`src/rtl/alu_pkg.sv`:
```
// alu_pkg: opcode and FSM state types plus flag bit positions shared by the ALU sequencer
package alu_pkg;

   typedef enum logic [3:0] {
      PASSTHROUGH     = 4'd0,
      ADD             = 4'd1,
      ADD_WITH_CIN    = 4'd2,
      SUBTRACT        = 4'd3,
      SUB_WITH_CIN    = 4'd4,
      TWOS_COMPLEMENT = 4'd5,
      INCREMENT       = 4'd6,
      DECREMENT       = 4'd7,
      BIT_AND         = 4'd8,
      BIT_OR          = 4'd9,
      BIT_XOR         = 4'd10,
      BIT_NOT         = 4'd11,
      ASR             = 4'd12,
      LSR             = 4'd13,
      SHIFT_LEFT      = 4'd14,
      ROTATE          = 4'd15
   } opcode;

   localparam int FLAG_C = 4;
   localparam int FLAG_V = 3;
   localparam int FLAG_N = 2;
   localparam int FLAG_Z = 1;
   localparam int FLAG_P = 0;

   typedef enum logic [1:0] {
      IDLE   = 2'd0,
      EXEC   = 2'd1,
      RETIRE = 2'd2
   } seq_state;

   // Logical and move operations have no meaningful carry/overflow of their own
   function automatic logic keeps_cv(input opcode op);
      return op inside {PASSTHROUGH, BIT_AND, BIT_OR, BIT_XOR, BIT_NOT};
   endfunction

endpackage

```
`src/rtl/alu_regfile.sv`:
```
// alu_regfile: NREGS x WIDTH register file, two operand read ports, one debug read port, one write port
module alu_regfile #(
   parameter int WIDTH = 8,
   parameter int NREGS = 4,
   localparam int RW   = $clog2(NREGS)
) (
   input  logic             clk,
   input  logic             rst_n,
   input  logic             we_i,
   input  logic [RW-1:0]    wa_i,
   input  logic [WIDTH-1:0] wd_i,
   input  logic [RW-1:0]    ra_i,
   input  logic [RW-1:0]    rb_i,
   input  logic [RW-1:0]    dbg_i,
   output logic [WIDTH-1:0] ra_data_o,
   output logic [WIDTH-1:0] rb_data_o,
   output logic [WIDTH-1:0] dbg_data_o
);

   logic [WIDTH-1:0] regs_q [NREGS];

   // Storage: cleared on reset, one register written per retire
   always_ff @(posedge clk or negedge rst_n) begin
      if (!rst_n)
         regs_q <= '{default: '0};
      else if (we_i)
         regs_q[wa_i] <= wd_i;
   end

   assign ra_data_o  = regs_q[ra_i];
   assign rb_data_o  = regs_q[rb_i];
   assign dbg_data_o = regs_q[dbg_i];

endmodule

```
`src/rtl/alu_sequencer.sv`:
```
// alu_sequencer: issue/retire controller owning registers and flags around an external ALU (option: ALU_SEQ_PRESERVE_CV_EN)
module alu_sequencer
   import alu_pkg::*;
#(
   parameter int WIDTH = 8,
   parameter int NREGS = 4,
   localparam int RW   = $clog2(NREGS)
) (
   input  logic             clk,
   input  logic             rst_n,
   input  logic             instr_valid,
   output logic             instr_ready,
   input  logic [3:0]       instr_op,
   input  logic [RW-1:0]    instr_rd,
   input  logic [RW-1:0]    instr_ra,
   input  logic [RW-1:0]    instr_rb,
   input  logic             instr_use_imm,
   input  logic [WIDTH-1:0] instr_imm,
   output logic [WIDTH-1:0] alu_a,
   output logic [WIDTH-1:0] alu_b,
   output logic             alu_c_in,
   output logic [3:0]       alu_op,
   input  logic [WIDTH-1:0] alu_res,
   input  logic             alu_c_out,
   input  logic             alu_zero,
   input  logic             alu_neg,
   input  logic             alu_ovf,
   input  logic             alu_par,
   output logic [4:0]       flags,
   output logic             wb_valid,
   output logic [RW-1:0]    wb_rd,
   output logic [WIDTH-1:0] wb_data,
   input  logic [RW-1:0]    dbg_addr,
   output logic [WIDTH-1:0] dbg_data
);

   seq_state         state_q, state_d;
   logic [WIDTH-1:0] op_a_q, op_b_q;
   opcode            op_q;
   logic [RW-1:0]    rd_q, wb_rd_q;
   logic [WIDTH-1:0] wb_data_q;
   logic [4:0]       flags_q, flags_d;
   logic [WIDTH-1:0] ra_data, rb_data;
   logic             accept, keep_cv;

   assign instr_ready = state_q != EXEC;
   assign accept      = instr_valid && instr_ready;

   alu_regfile #(.WIDTH(WIDTH), .NREGS(NREGS)) u_regfile (
      .clk        (clk),
      .rst_n      (rst_n),
      .we_i       (state_q == EXEC),
      .wa_i       (rd_q),
      .wd_i       (alu_res),
      .ra_i       (instr_ra),
      .rb_i       (instr_rb),
      .dbg_i      (dbg_addr),
      .ra_data_o  (ra_data),
      .rb_data_o  (rb_data),
      .dbg_data_o (dbg_data)
   );

   // State register
   always_ff @(posedge clk or negedge rst_n) begin
      if (!rst_n)
         state_q <= IDLE;
      else
         state_q <= state_d;
   end

   // Next state: EXEC always retires; IDLE and RETIRE both accept straight into EXEC
   always_comb begin
      state_d = IDLE;
      state_d = (state_q == EXEC) ? RETIRE : (accept ? EXEC : IDLE);
   end

   // Next flags from the ALU, optionally holding C/V across logical operations
   always_comb begin
`ifdef ALU_SEQ_PRESERVE_CV_EN
      keep_cv = keeps_cv(op_q);
`else
      keep_cv = 1'b0;
`endif
      flags_d         = {alu_c_out, alu_ovf, alu_neg, alu_zero, alu_par};
      flags_d[FLAG_C] = keep_cv ? flags_q[FLAG_C] : alu_c_out;
      flags_d[FLAG_V] = keep_cv ? flags_q[FLAG_V] : alu_ovf;
   end

   // Operand latch on accept; flag and writeback capture on leaving EXEC
   always_ff @(posedge clk or negedge rst_n) begin
      if (!rst_n) begin
         op_a_q    <= '0;
         op_b_q    <= '0;
         op_q      <= PASSTHROUGH;
         rd_q      <= '0;
         flags_q   <= '0;
         wb_rd_q   <= '0;
         wb_data_q <= '0;
      end else begin
         if (accept) begin
            op_a_q <= ra_data;
            op_b_q <= instr_use_imm ? instr_imm : rb_data;
            op_q   <= opcode'(instr_op);
            rd_q   <= instr_rd;
         end
         if (state_q == EXEC) begin
            flags_q   <= flags_d;
            wb_rd_q   <= rd_q;
            wb_data_q <= alu_res;
         end
      end
   end

   assign alu_a    = op_a_q;
   assign alu_b    = op_b_q;
   assign alu_op   = (state_q == EXEC) ? op_q : PASSTHROUGH;
   assign alu_c_in = flags_q[FLAG_C];
   assign flags    = flags_q;
   assign wb_valid = state_q == RETIRE;
   assign wb_rd    = wb_rd_q;
   assign wb_data  = wb_data_q;

endmodule

```
`config.mk`:
```
export PLATFORM = sky130hd
export DESIGN_NAME = alu_sequencer
export DESIGN_NICKNAME = d
export VERILOG_FILES = /design/src/rtl/alu_pkg.sv /design/src/rtl/alu_regfile.sv /design/src/rtl/alu_sequencer.sv
export SDC_FILE = /design/constraint.sdc
export NUM_CORES = 1
export LEC_CHECK = 0
export ABC_AREA = 1
export BUFFER_PORTS_ARGS = -buffer_cell sky130_fd_sc_hd__buf_4
export CAP_MARGIN = 20
export CORE_UTILIZATION = 50
export CTS_CLUSTER_SIZE = 28
export DETAILED_ROUTE_END_ITERATION = 8
export PLACE_DENSITY_LB_ADDON = 0.15
export SLEW_MARGIN = 0
export SYNTH_ARGS = -nofsm -noshare
export SYNTH_HDL_FRONTEND = slang
export SYNTH_SLANG_ARGS = --single-unit
```
`constraint.sdc`:
```
create_clock -name clk -period 3.5 [get_ports clk]
set_clock_uncertainty 0.15 [all_clocks]
set_input_delay 0.525 -clock clk [delete_from_list [all_inputs] [get_ports clk]]
set_output_delay 0.525 -clock clk [all_outputs]
set_load 0.05 [all_outputs]
```
**Word level (Yosys, flattened, before mapping)**

Index checks and enable logic that the tools add are counted.

- Bits in registers: 71
- Input bits: 37
- Word-level logic and storage cells: 42

- Reduce and logical (&&, ||, !) cells: 2
- Mux-type cells: 16
- Bitwise gates (word level): 4
- Eq/ne operators: 3
- $lt $le $gt $ge: 5

Operator list:

| kind | number |
|---|---|
| two-way mux 8 bit | 8 |
| binary-select mux 8 bit (select 2 bit) | 3 |
| bitwise mux 32 bit | 1 |
| demux 8 bit (select 2 bit) | 1 |
| greater-or-equal comparator 3 bit, second input constant | 4 |
| inverter 2 -> 3 bit | 4 |
| two-way mux 4 bit | 1 |
| < comparator 3 x 1 -> 1 bit, second input constant | 1 |
| == test 2 x 1 -> 1 bit, second input constant | 1 |
| == test 2 bit, second input constant | 1 |
| logical AND 1 bit | 2 |
| two-way mux 2 bit | 1 |
| inequality test 2 x 1 -> 1 bit, second input constant | 1 |
| two-way mux 1 bit | 1 |

**Longest topological paths before layout**

Gate-level depths: netlist of run 1.

- Depth in word-level cells: 6
- Gate-level depth with buffers: 9
- Mapped depth without buffers: 7

**Hierarchy**

Synthesis of run 1 repeated with hierarchy kept, for this count alone.

- Cells, all modules: 559
- Area total of the unflattened synthesis: 3,945.0 sq um

Modules (own cells, without submodules):

| module | sequential area each (sq um) | area each (sq um) | cells an instance | instances |
|---|---|---|---|---|
| alu_regfile | 800.8 | 2,316.0 | 359 | 1 |
| alu_sequencer | 975.9 | 1,629.1 | 200 | 1 |

**Worst setup path before layout of run 1**

OpenSTA, ideal clock, no wires.

- Kind: input to output
- From: in dbg_addr[0]
- To: out dbg_data[5]
- Path buffers: 1
- Data required time: 2.825 ns
- Arrival time: 1.666 ns
- Path slack: 1.159 ns
- Stages: 4
- Cells stage by stage: inv_1 buf_2 o21ai_0 o22ai_1

- Cells in the longest elaborated chain, start to end: 4

Ends and longest elaborated chain:

| what | RTL line | RTL |
|---|---|---|
| from (decl) | alu_sequencer.sv:33 | `input logic [RW-1:0] dbg_addr,` |
| inverter 2 -> 3 bit (implied by the code) | alu_regfile.sv:32 | `assign dbg_data_o = regs_q[dbg_i];` |
| binary-select mux 8 bit (select 2 bit) | alu_regfile.sv:32 |  |
| two-way mux 8 bit (implied by the code) (2 in series) | alu_regfile.sv:32 |  |
| to (decl) | alu_sequencer.sv:34 | `output logic [WIDTH-1:0] dbg_data` |

Every way passes these cells. The select of a mux whose other input is x is not followed.

**Worst setup path in the final report of run 1**

- From: in dbg_addr[0]
- To: out dbg_data[3]

The elaborated chain is that of the path after synthesis.

==> flow_metrics.env, run 1 <==
export IMPL_synthesis_nets=521
export IMPL_vias=3322
export IMPL_fmax_mhz=436
export IMPL_total_power_mw=3.47
export IMPL_yosys_area_share_simple_pct=31.0
export IMPL_synth_compound_area_share_pct=12.0
export IMPL_rsz0062_at_grt="false"
export IMPL_async_flop_share_pct=100
export IMPL_rows=30
export IMPL_drv_slew=0
export IMPL_synth_xor_area_share_pct=0
export IMPL_ys_top_cells_by_count="nand2_1 (187), dfrtp_1 (71), nor2_1 (70)"
export IMPL_ys_warn_count=0
export IMPL_die_area_sq_mm=0.00752
export IMPL_synth_most_common_cell="nand2_1"
export IMPL_fin_util_pct=64.3
export IMPL_fin_crit_ns=2.30
export IMPL_drt_wirelength_per_cell_um=13.5
export IMPL_status="completed"
export IMPL_synth_mux_area_share_pct=0
export IMPL_synthCells=484
export IMPL_cp_data_arrival_time_ns=1.62
export IMPL_yosys_area_share_adder_pct=0
export IMPL_antenna_found_initial=0
export IMPL_stdcell_area_sq_mm=0.00442
export IMPL_cts_resized=0
export IMPL_powerDensity_mw_per_mm2=785
export IMPL_crit_type="in -> out"
export IMPL_setup_tns_final_ns=0
export IMPL_fill_cells=660
export IMPL_cts_tree="done"
export IMPL_first_pass_iters=4
export IMPL_yosys_area_top_type_share_pct=49.5
export IMPL_setup_viol=0
export IMPL_clock_sinks=71
export IMPL_root_buffer="clkbuf_8"
export IMPL_drt_wl_total_um=8850
export IMPL_max_cap_violations=0
export IMPL_drive_gt1_share_pct=20.4
export IMPL_coreArea_sq_mm=0.00687
export IMPL_multi_input_area_sq_mm=0.00154
export IMPL_clock_latency_ns=0.35
export IMPL_worstMarginPinSlew_ns=0.886
export IMPL_cts_buffers=9
export IMPL_grt_pass1_vias=2943
export IMPL_clockBufferDepth=2
export IMPL_start_util_pct=52.2
export IMPL_synth_edf_count=0
export IMPL_clk_pin_slew_ns=0.08
export IMPL_detail_route_antenna_nets=0
export IMPL_final_nets=590
export IMPL_diodes=0
export IMPL_cp_required_ns=2.82
export IMPL_htree_levels=3
export IMPL_hpwlAfterDp_um=6170
export IMPL_synth_top_family_by_area="simple AND/OR/NAND/NOR gates"
export IMPL_postCtsSetupRepairBufs=0
export IMPL_syn_area_sq_mm=0.00359
export IMPL_grt_max_degree=72
export IMPL_synth_area_leaders="dfrtp_1 (50%), nand2_1 (20%), nor2_1 (7.3%), o21ai_0 (5.3%), o21ai_1 (3.3%)"
export IMPL_period_share_pct=65.6
export IMPL_grt_total_usage_pct=25.3
export IMPL_leakage_nw=2.36
export IMPL_gp_congestion=0.842
export IMPL_grt_ovfl_total=0
export IMPL_io_pins=83
export IMPL_hold_buffers=0
export IMPL_dpl_cell_area_sq_mm=0.00417
export IMPL_end_kind="output pin"
export IMPL_ys_ff_latch=71
export IMPL_vdd_ir_drop_max_mv=0.419
export IMPL_ys_flop_type="dfrtp_1"
export IMPL_drcViolationCount=0
export IMPL_io_buffers=82
export IMPL_synth_seq_area_share_pct=49.5
export IMPL_instances_no_fill=654
export IMPL_hold_viol=0
export IMPL_cp_start_kind="input port"
export IMPL_crit_fanout=17
export IMPL_maxSlewHeadroom_pct=40.9
export IMPL_yosysTopAreaCell="dfrtp_1"
export IMPL_dieWidth_um=86.7
export IMPL_avgSynthCellArea_sq_um=7.41
export IMPL_register_area_sq_mm=0.00178
export IMPL_drt_iter0_markers=260
export IMPL_dp_cells=638
export IMPL_area_growth_syn_to_layout_pct=23.1
export IMPL_die_h_um=86.7
export IMPL_viasPerCell=5.08
export IMPL_hold_class="in -> async"
export IMPL_grt_pass1_wl_um=14500
export IMPL_synth_cell_types=20
## cell families (layout without fill, tap and decap cells)
kind of cell / Yosys count / in the layout
AND/OR/NAND/NOR: 280 / 280
flip-flops: 71 / 71
buffers and inverters: 55 / 129
AO/OA/AOI/OAI: 78 / 78
## layout by cell type, fill, tap and decap left out, drive strengths merged
cell | netlist | layout
dfrtp | 71 | 71
inv | 31 | 32
bufinv | 0 | 3
buf | 22 | 82
nor2 | 71 | 71
nand2 | 191 | 191
clkbuf | 2 | 11
o21ai | 70 | 70
nand3 | 18 | 18
o22ai | 8 | 8
clkinv | 0 | 1
## path summary, 6_finish.rpt
check                            startpoint           to  slack [ns]  depth (start not counted)
min in group clk                    alu_neg     flags[2]        0.22                          3
worst min register to register     alu_b[6]     alu_b[6]        0.34                          2
max in group asynchronous             rst_n     wb_rd[0]        2.49                          1
worst min-delay path                  rst_n      op_q[1]        0.13                          1
worst max-delay path            dbg_addr[0]  dbg_data[3]        1.20                          5
worst max register to register   state_q[0]      rd_q[0]        1.25                          4
## power breakdown
part | switching [mW] | internal [mW] | total (mW)
logic | 0.853 | 0.423 | 1.28
registers | 0.291 | 1.09 | 1.38
clock network | 0.320 | 0.495 | 0.815
## critical path, cell delays in order
cell and delay [ns]:
buf_4 0.16, inv_1 0.33, o21ai_0 0.14, o22ai_1 0.21
buf_4 0.25
## state kept, by name, indices dropped and copies added (netlist names)
signal            cells
op_q                  4
flags                 5
state_q               2
rd_q                  2
alu_a                 8
alu_b                 8
wb_data               8
u_regfile.regs_q     32
wb_rd                 2
## metrics by stage
step / hold WS [ns] / setup slack (ns)
detailed placement: 0.316 / 1.24
floorplan: 0.0794 / 1.16
CTS: 0.174 / 1.23
finish: 0.130 / 1.20
global route: 0.209 / 0.949
global placement: 0.314 / 1.29
## metal layers
metal,GRT usage (%),wire (um)
met1,35.5,4200
met3,6.38,565
met5,0,0
met2,39.0,3980
met4,7.27,108
## layout make-up
class                   instances  share of cell area (%)
clock buffers                  11                    3.20
clock inverters                 5                    2.35
inverters                      31                    2.63
multi-input cells             358                    34.9
flip-flops and latches         71                    40.2
well taps                      96                    2.72
repair buffers                 82                    13.9
Note: power is estimated with default switching activity, not from simulation.
==> run 2: changes to the inputs <==
CORE_UTILIZATION = 49   (was 50)
clock period = 1.97 ns   (was 3.5 ns; I/O delays follow)
==> run 2 against run 1 <==
- clock power is 40% higher
- global-route usage is 0.21 points lower
- routed wire length is 2.8% higher
- flip-flop and latch count stayed put
- combinational power is 80% higher
- critical path type is now reg -> out
- largest cell class unchanged
==> flow_metrics.env, run 2 (synthesis results as in run 1) <==
export IMPL_status="completed"
export IMPL_cpPeakStageDelay_ns=0.36
export IMPL_final_cell_mix="nand2_1 (187), buf_4 (86), dfrtp_1 (71)"
export IMPL_regMostFlops="u_regfile.regs_q"
export IMPL_crit_chain="inv_1 > nand2_2 > buf_4 > nor2_1 > buf_4"
export IMPL_rows=30
export IMPL_drive_gt1_share_pct=21.0
export IMPL_maxSlewHeadroom_pct=62.3
export IMPL_start_util_pct=51.7
export IMPL_clk_pin_slew_ns=0.08
export IMPL_period_share_pct=96.3
export IMPL_hold_class="in -> reg"
export IMPL_fmax_mhz=527
export IMPL_drt_iter0_markers=314
export IMPL_io_buffers=82
export IMPL_end_kind="output pin"
export IMPL_gp_congestion=0.903
export IMPL_max_cap_violations=0
export IMPL_cp_top_family="buffers and inverters"
export IMPL_clock_sinks=71
export IMPL_holdWs_ns=0.0135
export IMPL_largest_register_ff_count=32
export IMPL_cts_tree="done"
export IMPL_hpwlAfterDp_um=6490
export IMPL_drv_slew=0
export IMPL_grt_pass1_vias=2941
export IMPL_crit_type="reg -> out"
export IMPL_cp_data_arrival_time_ns=1.45
export IMPL_crit_fanout=26
export IMPL_first_pass_iters=6
export IMPL_vdd_ir_drop_max_mv=0.816
export IMPL_reg2reg_depth=6
export IMPL_path_buf_inv=3
export IMPL_fin_crit_ns=1.90
export IMPL_final_nets=604
export IMPL_antenna_found_initial=0
export IMPL_drt_wl_total_um=9090
export IMPL_diodes=0
export IMPL_hold_viol=0
export IMPL_grt_total_usage_pct=25.1
export IMPL_final_common_cell="nand2_1"
export IMPL_vias=3355
export IMPL_fill_cells=628
export IMPL_clockBufferDepth=2
export IMPL_rrSetupSlack_ns=0.32
export IMPL_cts_buffers=9
export IMPL_area_growth_syn_to_layout_pct=25.7
export IMPL_path_common_cell="buf_4"
export IMPL_cp_start_kind="flop"
export IMPL_drt_wirelength_per_cell_um=13.6
export IMPL_grt_ovfl_total=0
export IMPL_clock_latency_ns=0.34
export IMPL_dieWidth_um=87.6
export IMPL_root_buffer="clkbuf_8"
export IMPL_min_path_cells=3
export IMPL_die_area_sq_mm=0.00767
export IMPL_grt_pass1_wl_um=14600
export IMPL_worstSetupPathDepth=5
export IMPL_grt_max_degree=31
export IMPL_cp_required_ns=1.52
export IMPL_viasPerCell=5.02
export IMPL_total_power_mw=5.90
export IMPL_io_pins=83
export IMPL_slowest_stage="dfrtp_1"
export IMPL_powerDensity_mw_per_mm2=1310
export IMPL_htree_levels=3
export IMPL_drcViolationCount=0
export IMPL_coreArea_sq_mm=0.00694
export IMPL_die_h_um=87.6
export IMPL_leakage_nw=2.40
export IMPL_detail_route_antenna_nets=0
export IMPL_rsz0062_at_grt="false"
export IMPL_setup_viol=0
export IMPL_worstMarginPinSlew_ns=0.564
[run 2: changes by cell type in the layout (fill, tap and decap cells not counted)]
| cell | before | now |
|---|---|---|
| buf_12 | 0 | 1 |
| buf_4 | 82 | 86 |
| bufinv_16 | 3 | 1 |
| clkbuf_1 | 1 | 0 |
| clkbuf_8 | 10 | 9 |
| clkinv_2 | 1 | 2 |
| clkinv_4 | 0 | 1 |
| clkinvlp_4 | 0 | 2 |
| dlygate4sd3_1 | 0 | 9 |
[run 2: area by class of cell]
| type | count | area (sq um) | area share [%] |
|---|---|---|---|
| Sequential cell | 71 | 1780 | 39.4 |
| Clock buffer | 9 | 124 | 2.75 |
| Multi-Input combinational cell | 358 | 1540 | 34.2 |
| Tap cell | 96 | 120 | 2.66 |
| Inverter | 31 | 116 | 2.58 |
| Clock inverter | 7 | 72.6 | 1.61 |
| Timing Repair Buffer | 96 | 756 | 16.8 |
[run 2: path summary, 6_finish.rpt]
path | start | end
min in group asynchronous | rst_n | op_q[3]
min | instr_op[0] | op_q[0]
max | state_q[1] | alu_op[1]
max reg2reg | state_q[1] | u_regfile.regs_q[10]
max in group asynchronous | rst_n | alu_a[2]
min reg2reg | alu_b[0] | alu_b[0]
[run 2: worst min-delay path, cell delays in order]
cell and delay [ns]:
buf_4 0.08, nand2_1 0.04, o21ai_0 0.06
[run 2: through the flow]
step	utilization (%)	area (sq um)	setup TNS (ns)	worst slack [ns]	std cells
finish	64.9	4510	0	0.0726	668
global route	64.9	4510	0	0.00645	668
CTS	64.9	4510	0	0.0597	668
detailed placement	60.8	4220	0	0.250	643
global placement	60.8	4220	0	0.268	643
floorplan	-	3590	-0.256	-0.0640	484
[run 2: where the power goes]
part | leakage, nW | total [mW] | switching (mW) | internal [mW]
combinational | 1.44 | 2.30 | 1.53 | 0.774
clock | 0.0956 | 1.14 | 0.552 | 0.586
sequential | 0.868 | 2.46 | 0.533 | 1.93
[run 2: repair_timing]
item                                   CTS  global route
endpoints found under the hold margin   33             0
resized for setup                        0             0
hold buffers                             9             0
buffers inserted                         0             0
[run 2: per-layer routing]
metal	track usage, %	routed length [um]	up-vias
li1	-	-	1684
met1	35.7	4190	1548
met2	40.1	4300	117
met3	4.15	549	6
met4	6.71	58	0
met5	0	0	-
==> run 3: changes to the inputs <==
CORE_UTILIZATION = 50   (was 49)
clock period = 2.1 ns   (was 1.97 ns; I/O delays follow)
==> run 3 against run 2 <==
- register-to-register slack better by 0.11 ns
- critical endpoint is now instr_ready
- highest routed layer unchanged
- clock-buffer cell count grew 1
- combinational power down 7%
- critical path type unchanged
==> flow_metrics.env, run 3 (synthesis results as in run 1) <==
export IMPL_status="completed"
export IMPL_leakage_nw=2.37
export IMPL_hold_class="in -> reg"
export IMPL_seqPwrFrac_pct=41.5
export IMPL_diodes=0
export IMPL_io_buffers=82
export IMPL_path_buf_inv=2
export IMPL_p_comb_share_pct=39.1
export IMPL_hold_path_startpoint="alu_zero"
export IMPL_htree_levels=3
export IMPL_pre_cts_ws_ns=0.362
export IMPL_hpwlAfterDp_um=6430
export IMPL_powerDensity_mw_per_mm2=1240
export IMPL_reg2reg_from="state_q[1]"
export IMPL_reg2reg_depth=6
export IMPL_fin_crit_ns=1.88
export IMPL_rsz0062_at_grt="false"
export IMPL_detail_route_antenna_nets=0
export IMPL_drt_iter0_markers=264
export IMPL_final_nets=598
export IMPL_antenna_found_initial=0
export IMPL_swShare_pct=44.2
export IMPL_slowest_stage="dfrtp_1"
export IMPL_clk_pin_slew_ns=0.08
export IMPL_setup_tns_final_ns=0
export IMPL_vias=3333
export IMPL_cp_top_family="buffers and inverters"
export IMPL_area_growth_syn_to_layout_pct=23.4
export IMPL_grt_pass1_vias=3005
export IMPL_drt_wirelength_per_cell_um=13.4
export IMPL_cts_resized=0
export IMPL_maxSlewHeadroom_pct=61.8
export IMPL_largest_register_ff_count=32
export IMPL_drcViolationCount=0
export IMPL_grt_total_usage_pct=25.4
export IMPL_rrSetupSlack_ns=0.43
export IMPL_grt_ovfl_total=0
export IMPL_crit_type="reg -> out"
export IMPL_clockBufferDepth=2
export IMPL_viasPerCell=5.03
export IMPL_gp_congestion=0.825
export IMPL_worstSetupPathDepth=3
export IMPL_crit_chain="nand2_2 > buf_4 > buf_4"
export IMPL_io_pins=83
export IMPL_drt_wl_total_um=8840
export IMPL_coreArea_sq_mm=0.00687
export IMPL_die_h_um=86.7
export IMPL_worstMarginPinSlew_ns=0.572
export IMPL_min_path_cells=3
export IMPL_cp_required_ns=1.63
export IMPL_clock_sinks=71
export IMPL_die_area_sq_mm=0.00752
export IMPL_p_int_mw=3.07
export IMPL_drive_gt1_share_pct=21.2
export IMPL_hold_end="flags[1]"
export IMPL_cts_buffers=9
export IMPL_vdd_ir_drop_max_mv=0.591
export IMPL_dieWidth_um=86.7
export IMPL_regMostFlops="u_regfile.regs_q"
export IMPL_first_pass_iters=5
export IMPL_path_common_cell="buf_4"
export IMPL_fill_cells=634
export IMPL_cp_data_arrival_time_ns=1.41
export IMPL_cts_tree="done"
export IMPL_cpPeakStageDelay_ns=0.39
export IMPL_root_buffer="clkbuf_8"
export IMPL_grt_pass1_wl_um=14700
export IMPL_setup_viol=0
export IMPL_clock_latency_ns=0.35
export IMPL_end_kind="output pin"
export IMPL_fmax_mhz=532
export IMPL_rr_endpoint="u_regfile.regs_q[8]"
export IMPL_grt_max_degree=36
export IMPL_period_share_pct=89.5
export IMPL_final_common_cell="nand2_1"
export IMPL_max_cap_violations=0
export IMPL_layout_setup_ws_ns=0.220
export IMPL_clkPwrFrac_pct=19.5
export IMPL_hold_viol=0
export IMPL_p_sw_mw=2.43
export IMPL_crit_fanout=25
export IMPL_rows=30
export IMPL_drv_slew=0
export IMPL_start_util_pct=52.2
export IMPL_cp_start_kind="flop"
export IMPL_final_cell_mix="nand2_1 (187), buf_4 (88), dfrtp_1 (71)"
==> run 3: changes by cell type in the layout (fill, tap and decap cells not counted) <==
cell           change
buf_12             -1
buf_4              +2
clkbuf_1           +1
clkinv_2           +1
clkinvlp_4         -1
dlygate4sd3_1      -7
inv_6              -1
==> run 3: power groups by stage <==
stage / clock (mW) / sequential, mW / combinational [mW]
finish: 1.07 / 2.28 / 2.15
global route: 1.15 / 2.33 / 2.36
CTS: 1.08 / 2.27 / 2.16
detailed placement: 0 / 2.29 / 2.15
global placement: 0 / 2.27 / 2.10
floorplan: 0 / 2.63 / 1.10
==> run 3: worst max-delay path by stage <==
stage / startpoint / to / slack [ns]
3_3_place_gp: dbg_addr[0] / dbg_data[3] / 0.37
2_1_floorplan: state_q[1] / alu_op[0] / 0.05
4_1_cts: state_q[0] / instr_ready / 0.20
5_1_grt: state_q[0] / instr_ready / 0.13
6_report: state_q[0] / instr_ready / 0.22
3_5_place_dp: dbg_addr[0] / dbg_data[3] / 0.36
==> run 3: what timing repair did <==
item                                   4_1_cts  5_1_grt
endpoints found under the hold margin       33        0
setup buffers                                0        0
hold buffers                                 2        0
==> run 3: area by class of cell <==
type | count | area [sq um] | area share [%]
well taps | 96 | 120 | 2.71
inverters | 31 | 116 | 2.63
multi-input cells | 358 | 1540 | 34.9
clock buffers | 10 | 128 | 2.88
clock inverters | 6 | 61.3 | 1.38
repair buffers | 90 | 681 | 15.4
flip-flops and latches | 71 | 1780 | 40.1
==> run 3: worst min-delay path: cells and delay by family <==
kind	cells	cell delay (ns)
simple gates	2	0.09
buf+inv	1	0.08
==> run 3: metal layers <==
metal  wire, um  GRT usage (%)
met1       4190           35.8
met2       4060           39.8
met3        453           3.90
met4        138           9.70
met5          0              0
==> run 3: metrics by stage <==
step           util, %  std cells  instance area (sq um)  power, mW  hold WS [ns]
4_1_cts           64.4        662                   4430       5.51       0.00180
5_1_grt           64.4        662                   4430       5.84        0.0111
3_5_place_dp      61.4        644                   4220       4.44         0.144
3_3_place_gp      61.4        644                   4220       4.37         0.144
2_1_floorplan        -        484                   3590       3.73        -0.131
6_report          64.4        662                   4430       5.50       0.00964
